## src/rtl/seq_mult_sw.sv

```systemverilog
// Sequential shift-add multiplier, signed or unsigned per operation, with valid/ready handshakes.
// Optional build macro SEQ_MULT_SW_EARLY_EXIT_EN stops iterating once no multiplier bits remain.
module seq_mult_sw #(
   parameter int WIDTH = 8
) (
   input  logic               clk,
   input  logic               reset,
   input  logic               in_valid,
   output logic               in_ready,
   input  logic [WIDTH-1:0]   a,
   input  logic [WIDTH-1:0]   b,
   input  logic               is_signed,
   output logic               out_valid,
   input  logic               out_ready,
   output logic [2*WIDTH-1:0] product,
   output logic               busy
);

   localparam int CW = $clog2(WIDTH) + 1;

   typedef enum logic [1:0] {IDLE, RUN, SIGN, DONE} state_t;

   state_t               state, state_nxt;
   logic [2*WIDTH-1:0]   acc;
   logic [2*WIDTH-1:0]   mc;
   logic [WIDTH-1:0]     mb;
   logic [CW-1:0]        cnt;
   logic                 neg;
   logic                 last_iter;

   // The most negative value maps onto 2^(WIDTH-1), which still fits unsigned.
   function automatic logic [WIDTH-1:0] magnitude(input logic signed [WIDTH-1:0] v,
                                                  input logic sgn);
      logic signed [WIDTH-1:0] n;
      n = -v;
      return (sgn && v[WIDTH-1]) ? $unsigned(n) : $unsigned(v);
   endfunction

   function automatic logic [2*WIDTH-1:0] negate(input logic [2*WIDTH-1:0] v);
      return ~v + {{(2*WIDTH-1){1'b0}}, 1'b1};
   endfunction

`ifdef SEQ_MULT_SW_EARLY_EXIT_EN
   assign last_iter = (cnt == CW'(WIDTH - 1)) || (mb[WIDTH-1:1] == '0);
`else
   assign last_iter = (cnt == CW'(WIDTH - 1));
`endif

   assign in_ready = (state == IDLE);
   assign busy     = (state != IDLE);

   always_ff @(posedge clk or posedge reset) begin
      if (reset) state <= IDLE;
      else       state <= state_nxt;
   end

   always_comb begin
      state_nxt = state;
      case (state)
         IDLE:    if (in_valid)  state_nxt = RUN;
         RUN:     if (last_iter) state_nxt = SIGN;
         SIGN:                   state_nxt = DONE;
         DONE:    if (out_ready) state_nxt = IDLE;
         default:                state_nxt = IDLE;
      endcase
   end

   always_ff @(posedge clk or posedge reset) begin
      if (reset) begin
         acc       <= '0;
         mc        <= '0;
         mb        <= '0;
         cnt       <= '0;
         neg       <= 1'b0;
         product   <= '0;
         out_valid <= 1'b0;
      end else begin
         case (state)
            IDLE: begin
               if (in_valid) begin
                  neg <= is_signed & (a[WIDTH-1] ^ b[WIDTH-1]);
                  mc  <= {{WIDTH{1'b0}}, magnitude(a, is_signed)};
                  mb  <= magnitude(b, is_signed);
                  acc <= '0;
                  cnt <= '0;
               end
            end
            RUN: begin
               if (mb[0]) acc <= acc + mc;
               mc  <= mc << 1;
               mb  <= mb >> 1;
               cnt <= cnt + CW'(1);
            end
            SIGN: begin
               product   <= neg ? negate(acc) : acc;
               out_valid <= 1'b1;
            end
            DONE: begin
               if (out_ready) out_valid <= 1'b0;
            end
            default: ;
         endcase
      end
   end

endmodule

```

## config.mk

```make
export PLATFORM = sky130hd
export DESIGN_NAME = seq_mult_sw
export DESIGN_NICKNAME = d
export VERILOG_FILES = /design/src/rtl/seq_mult_sw.sv
export SDC_FILE = /design/constraint.sdc
export NUM_CORES = 1
export LEC_CHECK = 0
export BUFFER_PORTS_ARGS = -buffer_cell sky130_fd_sc_hd__buf_4
export CAP_MARGIN = 10
export CORE_MARGIN = 10
export CORE_UTILIZATION = 60
export CTS_CLUSTER_DIAMETER = 150
export DETAILED_ROUTE_END_ITERATION = 12
export PLACE_DENSITY = 0.81
export SKIP_CTS_REPAIR_TIMING = 1
export SYNTH_ARGS = -nofsm -noshare
export SYNTH_HDL_FRONTEND = slang
export SYNTH_SLANG_ARGS = --single-unit
export TNS_END_PERCENT = 100
```

## constraint.sdc

```tcl
create_clock -name clk -period 4.45 [get_ports clk]
set_clock_uncertainty 0.1 [all_clocks]
set_input_delay 0.2225 -clock clk [delete_from_list [all_inputs] [get_ports clk]]
set_output_delay 0.2225 -clock clk [all_outputs]
set_load 0.01 [all_outputs]
```

==> flow_metrics.tcl, run 1 <==
set metrics [dict create \
    overflow 0 \
    die_w_um 101.6 \
    yosys_warnings 0 \
    p_per_area_mw_per_mm2 634.6 \
    setup_violations 0 \
    wl_per_cell_um 15.22 \
    p_sw_uw 1233 \
    fin_nets 534 \
    critPathMaxFanout 7 \
    die_area_mm2 0.01033 \
    r2r_start "acc[0]" \
    slew_violations 0 \
    syn_to_final_growth_pct 13.70 \
    fmax_mhz 353.3 \
    io-pin-count 40 \
    max-vdd-ir-drop_mv 0.2739 \
    synthCells 456 \
    hold_path.class "in -> async" \
    cts.sinks 64 \
    ys_ff_latch 64 \
    vias_per_cell 5.918 \
    num_rows 29 \
    ant_nets 0 \
    seq_power_share 0.345 \
    drive_gt1_frac 0.1457 \
    netlist_area_mm2 0.003999 \
    port_buffers 39 \
    syn_avg_cell_area_um2 8.769 \
    synth_fp_nets 501 \
    synth_async_sr_flop_share 1.000 \
    yosysUniqueCellTypes 51 \
    gp_congestion 0.8731 \
    fin_crit_sh 0.6361 \
    worstSetupStartpoint "acc[0]" \
    hpwlAfterDp_um 6415 \
    cts_buffer_depth 2 \
    grt_pass1_wl_um 14970 \
    endpoint_kind "flop" \
    p_leak_uw 0.002126 \
    status "finished clean" \
    grt_max_degree 65 \
    cp.arrival_ps 2960 \
    fin_area_mm2 0.004547 \
    critPathKind "reg -> reg" \
    cp-start-kind "flop" \
    worstMarginPinSlew_ps 791.4 \
    drc_errors 0 \
    cts_max_level 3 \
    synth-seq-area-share 0.4005 \
    multiInputGateArea_mm2 0.002247 \
    antenna_found_initial 0 \
    num-fill-cells 512 \
    r2r_slack_ps 1620 \
    worst_r2r_endpoint "acc[14]" \
    postRouteWirelength_um 8690 \
    cap_violations 0 \
    sw_frac_of_total 0.4272 \
    vias 3379 \
    clkTransAtPathRegs_ps 80 \
    firstDrtPassIters 4 \
    synth-edff-count 0 \
    place_area_mm2 0.004339 \
    regArea_mm2 0.001602 \
    cts_tree "built" \
    cp.required_ps 4580 \
    clock_latency_ps 340 \
    root_buffer "clkbuf_8" \
    core_area_mm2 0.006422 \
    power_frac_clock 0.173 \
    worstRegToRegCells 9 \
    pwr-share-comb 0.482 \
    hold_viol 0 \
    cts-buffers-inserted 9 \
    setup_tns_ps 0 \
    p_int_uw 1653 \
    start_util 0.6226 \
    finalCriticalPeriod_ps 2830 \
    drt_iter0_markers 261 \
    track_usage 0.1750 \
    num_antenna_cells 0 \
    rsz0062_at_grt "no" \
    slew-limit-headroom 0.4724 \
    die_h_um 101.6 \
    grt_pass1_vias 3189 \
    ys_dominant_reg_cell "dfrtp_1" \
]
-- power by group through the flow --
stage	Clock, uW	Combinational (uW)	Sequential, uW
after floorplan	0	1020	977
after global placement	0	1350	993
after detailed placement	0	1390	1010
after CTS	502	1400	997
after global routing	525	1580	1030
final	500	1390	996
-- cells in the mapped netlist, types with 9 or more instances --
| library cell | instances | share of area |
|---|---|---|
| inv_1 | 19 | 0.018 |
| o21ai_0 | 48 | 0.060 |
| nor2_1 | 30 | 0.028 |
| a22o_1 | 9 | 0.020 |
| xor2_1 | 14 | 0.031 |
| a21oi_1 | 49 | 0.061 |
| or3_1 | 9 | 0.014 |
| dfrtp_1 | 64 | 0.40 |
| nand3_1 | 10 | 0.013 |
| ha_1 | 23 | 0.072 |
| clkbuf_1 | 20 | 0.019 |
| nand2_1 | 56 | 0.053 |
| xnor2_1 | 14 | 0.031 |
-- sequential cells by signal, indices dropped and copies added (netlist names) --
name / flops
state: 2
neg: 1
cnt: 4
acc: 16
out_valid: 1
mb: 8
product: 16
mc: 16
-- critical path, stage by stage (launching register included) --
cell and delay (ps):
dfrtp_1 460, ha_1 210, inv_1 50, fa_1 390
nor2b_1 160, o31ai_1 140, a2111oi_0 570, o221a_2 300
o21ai_0 70, a32o_1 260
-- per-layer routing --
layer  track usage  part of all wire  vias to the layer above
met3       0.03199             0.057                        8
met1        0.2390              0.48                     1587
li1              -                 -                     1709
met4       0.06161             0.010                        0
met5             0                 0                        -
met2        0.2719              0.46                       75
-- worst max-delay path by stage --
stage                         end
final                     acc[14]
after global placement    acc[14]
after detailed placement  acc[14]
after floorplan           acc[14]
after CTS                 acc[14]
after global routing      acc[14]
-- cells by family (layout without fill, tap and decap cells) --
kind of cell             after synthesis  in the layout  synth area share
AO/OA/AOI/OAI                        151            151            0.2344
AND/OR/NAND/NOR                      139            139            0.1643
adder cells (fa/ha/maj)               24             24           0.07697
buffers and inverters                 41             79           0.03849
XOR/XNOR                              28             28           0.06133
multiplexers                           9              9           0.02409
flip-flops                            64             64            0.4005
-- through the flow --
stage               cells  setup slack [ps]    util  hold WS, ps  power, uW
CTS                   570              1659  0.7064       -52.75       2902
global placement      554              1748  0.6756        307.9       2343
detailed placement    554              1672  0.6756        309.7       2400
finish                571              1620  0.7080        7.192       2886
global route          571              1454  0.7080        94.55       3133
floorplan             456              2031       -        212.6       1999
-- cell type report --
cell class | instances | area share
Sequential cell | 64 | 0.3522
Inverter | 19 | 0.01569
Tap cell | 77 | 0.02119
Clock buffer | 11 | 0.03110
Multi-Input combinational cell | 351 | 0.4942
Timing Repair Buffer | 44 | 0.07320
Clock inverter | 5 | 0.01238
-- cell usage in the layout (no fill, tap or decap), types with 2 or more instances in the layout --
cell | synthesis | final
o211ai_1 | 2 | 2
o311ai_0 | 2 | 2
clkbuf_8 | 0 | 10
a31oi_1 | 4 | 4
a22o_1 | 9 | 9
nand3_1 | 10 | 10
o31ai_1 | 7 | 7
nor2b_1 | 5 | 5
or3_4 | 2 | 2
o41ai_1 | 3 | 3
nor3_1 | 8 | 8
or4_1 | 3 | 3
and2_1 | 2 | 2
o21a_1 | 2 | 2
a211oi_1 | 2 | 2
o21bai_1 | 5 | 5
mux2_2 | 5 | 5
buf_4 | 0 | 43
mux2i_1 | 4 | 4
dfrtp_1 | 64 | 64
nand4_1 | 5 | 5
o21ai_0 | 48 | 47
inv_1 | 19 | 18
xor2_1 | 14 | 14
or3_1 | 9 | 9
nand2b_1 | 4 | 4
ha_1 | 23 | 23
nor2_1 | 30 | 30
a21oi_1 | 49 | 49
a32o_1 | 3 | 3
clkinv_2 | 0 | 2
a21o_1 | 3 | 3
xnor2_1 | 14 | 14
nand2_1 | 56 | 56
Power figures use the tool's default switching activity.
==> run 2: changes to the inputs <==
- CORE_UTILIZATION: 60 -> 54
- PLACE_DENSITY: 0.81 -> 0.77
- clock period: 4.45 -> 2.6 ns (I/O delays scaled with it)
==> flow_metrics.tcl, run 2 (same netlist as run 1, synthesis figures left out) <==
set metrics [dict create \
    status "finished clean" \
    root_buffer "clkbuf_8" \
    place_area_mm2 0.004507 \
    grt_max_degree 39 \
    cp.required_ps 2740 \
    top_regs "acc (16), mc (16), product (16)" \
    syn_to_final_growth_pct 20.28 \
    p_per_area_mw_per_mm2 1110 \
    cp-start-kind "flop" \
    setup_violations 0 \
    grt_pass1_vias 3341 \
    antenna_found_initial 0 \
    cp.arrival_ps 2650 \
    vias 3511 \
    fmax_mhz 398.5 \
    critPathTopFamily "compound AO/OA/AOI/OAI gates" \
    die_area_mm2 0.01125 \
    clock_latency_ps 350 \
    die_h_um 106.1 \
    slew-limit-headroom 0.5709 \
    core_area_mm2 0.007214 \
    ant_nets 0 \
    placedCellCount 593 \
    finalCriticalPeriod_ps 2509 \
    layoutNonFillerInstCount 612 \
    cap_violations 0 \
    cts.sinks 64 \
    start_util 0.5543 \
    fin_area_mm2 0.004810 \
    drive_gt1_frac 0.1832 \
    port_buffers 39 \
    fin_nets 553 \
    max-vdd-ir-drop_mv 0.4255 \
    critPathMaxStageDelay_ps 400 \
    critPathMaxFanout 4 \
    hold_viol 0 \
    num-fill-cells 628 \
    slew_violations 0 \
    cp_num_buf_inv 1 \
    cts-buffers-inserted 9 \
    fin_util 0.6667 \
    drt_iter0_markers 155 \
    slowest_stage "fa_1" \
    rsz0062_at_grt "yes" \
    firstDrtPassIters 4 \
    io-pin-count 40 \
    track_usage 0.1676 \
    die_w_um 106.1 \
    endpoint_kind "flop" \
    hold_path.class "in -> reg" \
    fin_crit_sh 0.9651 \
    wl_per_cell_um 15.02 \
    gp_congestion 0.8858 \
    hpwlAfterDp_um 6954 \
    hold_ws_ps 9.460 \
    grt_pass1_wl_um 15810 \
    clkTransAtPathRegs_ps 70 \
    postRouteWirelength_um 9192 \
    final_common_cell "dfrtp_1" \
    cts_tree "built" \
    worstMarginPinSlew_ps 642.7 \
    final_cell_mix "64 x dfrtp_1, 59 x buf_4, 56 x nand2_1" \
    num_rows 31 \
    p_total_uw 5340 \
    cts_buffer_depth 2 \
    critPathKind "reg -> reg" \
    overflow 0 \
    drc_errors 0 \
    worstPathCellList "ha_1 -> inv_1 -> fa_1 -> nor2b_1 -> o31ai_2 -> a2111oi_1 -> o221a_2 -> o21ai_0 -> a32o_1" \
    vias_per_cell 5.737 \
    p_leak_uw 0.002246 \
    num_antenna_cells 0 \
    cts_max_level 3 \
]
run 2: cell count changes in the layout (fill, tap and decap cells not counted), sizes merged:
cell         before  now
dlygate4sd3       1    3
buf              43   60
clkinv            3    1
bufinv            1    3
run 2: area by class of cell:
cell class              instances  area [um2]  share of cell area
clock buffers                  11       151.4             0.03148
flip-flops and latches         64        1602              0.3330
inverters                      19       71.32             0.01483
multi-input cells             351        2266              0.4711
well taps                      99       123.9             0.02575
repair buffers                 63       493.0              0.1025
clock inverters                 5       102.6             0.02133
run 2: path summary, 6_finish.rpt:
kind | from | to | slack (ps) | cells past startpoint
max reg2reg | mc[0] | acc[14] | 90 | 9
min in group asynchronous | reset | acc[0] | 330 | 3
max | mc[0] | acc[14] | 90 | 9
max in group asynchronous | reset | mc[13] | 1460 | 4
min reg2reg | mb[7] | mb[7] | 390 | 2
min | b[0] | mb[0] | 9 | 3
run 2: report_power, final:
group	switching, uW	total [uW]	internal, uW
logic	1480	2590	1120
clock network	392	1080	687
registers	304	1670	1360
run 2: per-stage QoR:
step	worst slack [ps]	TNS [ps]
2_1_floorplan	180.5	0
3_3_place_gp	86.66	0
3_5_place_dp	23.35	0
4_1_cts	4.284	0
5_1_grt	-27.86	-49.30
6_report	90.77	0
run 2: worst min-delay path: cells and delay by family:
kind	cells	cell delay, ps
buffers and inverters	1	100
multiplexers	1	50
AO/OA/AOI/OAI	1	130
run 2: per-layer routing:
layer | wire length, um | track usage | up-vias | part of all wire
li1 | - | - | 1750 | -
met1 | 4352 | 0.2188 | 1671 | 0.47
met2 | 4139 | 0.2584 | 82 | 0.45
met3 | 573 | 0.05374 | 8 | 0.062
met4 | 127 | 0.05319 | 0 | 0.014
met5 | 0 | 0 | - | 0
==> run 3: changes to the inputs <==
- clock period: 2.6 -> 2.18 ns (I/O delays scaled with it)
==> flow_metrics.tcl, run 3 (same netlist as run 1, synthesis figures left out) <==
set metrics [dict create \
    holdPathStages 3 \
    worstRegToRegCells 9 \
    cp-start-kind "flop" \
    die_area_mm2 0.01125 \
    multiInputGateArea_mm2 0.002546 \
    p_leak_uw 0.002505 \
    setup_violations 11 \
    cts-buffers-inserted 9 \
    die_w_um 106.1 \
    p_per_area_mw_per_mm2 1298 \
    top_regs "acc (16), mc (16), product (16)" \
    rsz0062_at_grt "yes" \
    regArea_mm2 0.001603 \
    cts_tree "built" \
    wl_per_cell_um 17.49 \
    fin_nets 613 \
    critPathMaxStageDelay_ps 460 \
    r2r_slack_ps -320 \
    violations "negative hold slack, negative setup slack" \
    port_buffers 39 \
    num_antenna_cells 0 \
    cap_violations 0 \
    slew_violations 0 \
    root_buffer "clkbuf_8" \
    grt_pass1_wl_um 16580 \
    overflow 0 \
    clock_latency_ps 340 \
    syn_to_final_growth_pct 36.98 \
    slowest_stage "a2111oi_2" \
    hold_end "mb[0]" \
    worstMarginPinSlew_ps 570.8 \
    worst_r2r_endpoint "acc[14]" \
    hold_path.class "in -> reg" \
    final_common_cell "buf_4" \
    max-vdd-ir-drop_mv 0.5918 \
    track_usage 0.1759 \
    cts_max_level 3 \
    fin_crit_sh 1.149 \
    slew-limit-headroom 0.6195 \
    worstPathCellList "ha_2 -> inv_2 -> fa_2 -> nor2b_4 -> o31ai_4 -> a2111oi_2 -> o221a_2 -> o21ai_0 -> a32o_1" \
    layoutNonFillerInstCount 671 \
    dpl_worst_slack_ps -345.1 \
    worst_slack_ps -324.4 \
    gp_congestion 0.8921 \
    cts.sinks 64 \
    cp.required_ps 2320 \
    antenna_found_initial 0 \
    drt_iter0_markers 211 \
    grt_pass1_vias 3663 \
    placedCellCount 644 \
    drive_gt1_frac 0.3234 \
    die_h_um 106.1 \
    cp.arrival_ps 2640 \
    endpoint_kind "flop" \
    postRouteWirelength_um 11740 \
    worstHoldStart "b[0]" \
    clkTransAtPathRegs_ps 70 \
    fmax_mhz 399.3 \
    final_cell_mix "114 x buf_4, 63 x dfrtp_1, 52 x nand2_1" \
    cts_buffer_depth 2 \
    io-pin-count 40 \
    num-fill-cells 475 \
    core_area_mm2 0.007214 \
    finalCriticalPeriod_ps 2504 \
    drc_errors 0 \
    r2r_start "mc[0]" \
    grt_max_degree 65 \
    critPathKind "reg -> reg" \
    critPathMaxFanout 2 \
    hold_viol 1 \
    firstDrtPassIters 5 \
    vias 3990 \
    vias_per_cell 5.946 \
    hpwlAfterDp_um 7400 \
    num_rows 31 \
    fin_util 0.7593 \
    start_util 0.5543 \
    hold_ws_ps -2.210 \
    status "complete, but fails checks" \
    ant_nets 0 \
]
## run 3: cell types whose count changed in the layout (fill, tap and decap cells not counted), moves of 4 or more
cell     before  now
ha_4          0   10
ha_1         22   10
buf_4        59  114
nand2_2       0    4
buf_6         0    4
nand2_1      56   52
## run 3: cell type report
class | instances | share of cell area
Tap cell | 99 | 0.02261
Clock buffer | 12 | 0.02832
Inverter | 19 | 0.01302
Clock inverter | 3 | 0.003198
Multi-Input combinational cell | 351 | 0.4648
Sequential cell | 64 | 0.2926
Timing Repair Buffer | 123 | 0.1754
## run 3: worst max-delay path: cells and delay by family, from the launching register on
family / cells / cell delay [ps]
AO/OA/AOI/OAI: 5 / 1140
adder cells (fa/ha/maj): 2 / 590
flip-flops: 1 / 380
AND/OR/NAND/NOR: 1 / 160
buffers and inverters: 1 / 40
## run 3: per-stage QoR
step	hold WS, ps	setup TNS, ps	power, uW	area (um2)
2_1_floorplan	99.13	-575.1	4134	4040
3_3_place_gp	107.9	-932.1	5369	4918
3_5_place_dp	114.9	-1321	5541	4918
4_1_cts	-252.4	-1521	6464	5091
5_1_grt	25.63	-2887	7608	5478
6_report	-2.210	-1696	7112	5478
## run 3: layer usage
metal / up-vias / wire length, um / part of all wire / global-route usage
li1: 1865 / - / - / -
met1: 1931 / 4850 / 0.41 / 0.2140
met2: 151 / 5793 / 0.49 / 0.2995
met3: 43 / 685 / 0.058 / 0.03684
met4: 0 / 410 / 0.035 / 0.06576
met5: - / 0 / 0 / 0
## run 3: worst max-delay path by stage
stage / from / endpoint / slack [ps] / cells after the start
6_report: mc[0] / acc[14] / -320 / 9
3_3_place_gp: mc[0] / acc[14] / -280 / 9
3_5_place_dp: acc[0] / acc[14] / -350 / 9
2_1_floorplan: acc[0] / acc[14] / -170 / 9
4_1_cts: mc[0] / acc[14] / -350 / 9
5_1_grt: mc[0] / acc[14] / -400 / 9
## run 3: where the power goes
| part | internal (uW) | switching [uW] |
|---|---|---|
| combinational | 1960 | 2190 |
| sequential | 1630 | 405 |
| clock | 465 | 461 |
| total | 4060 | 3060 |
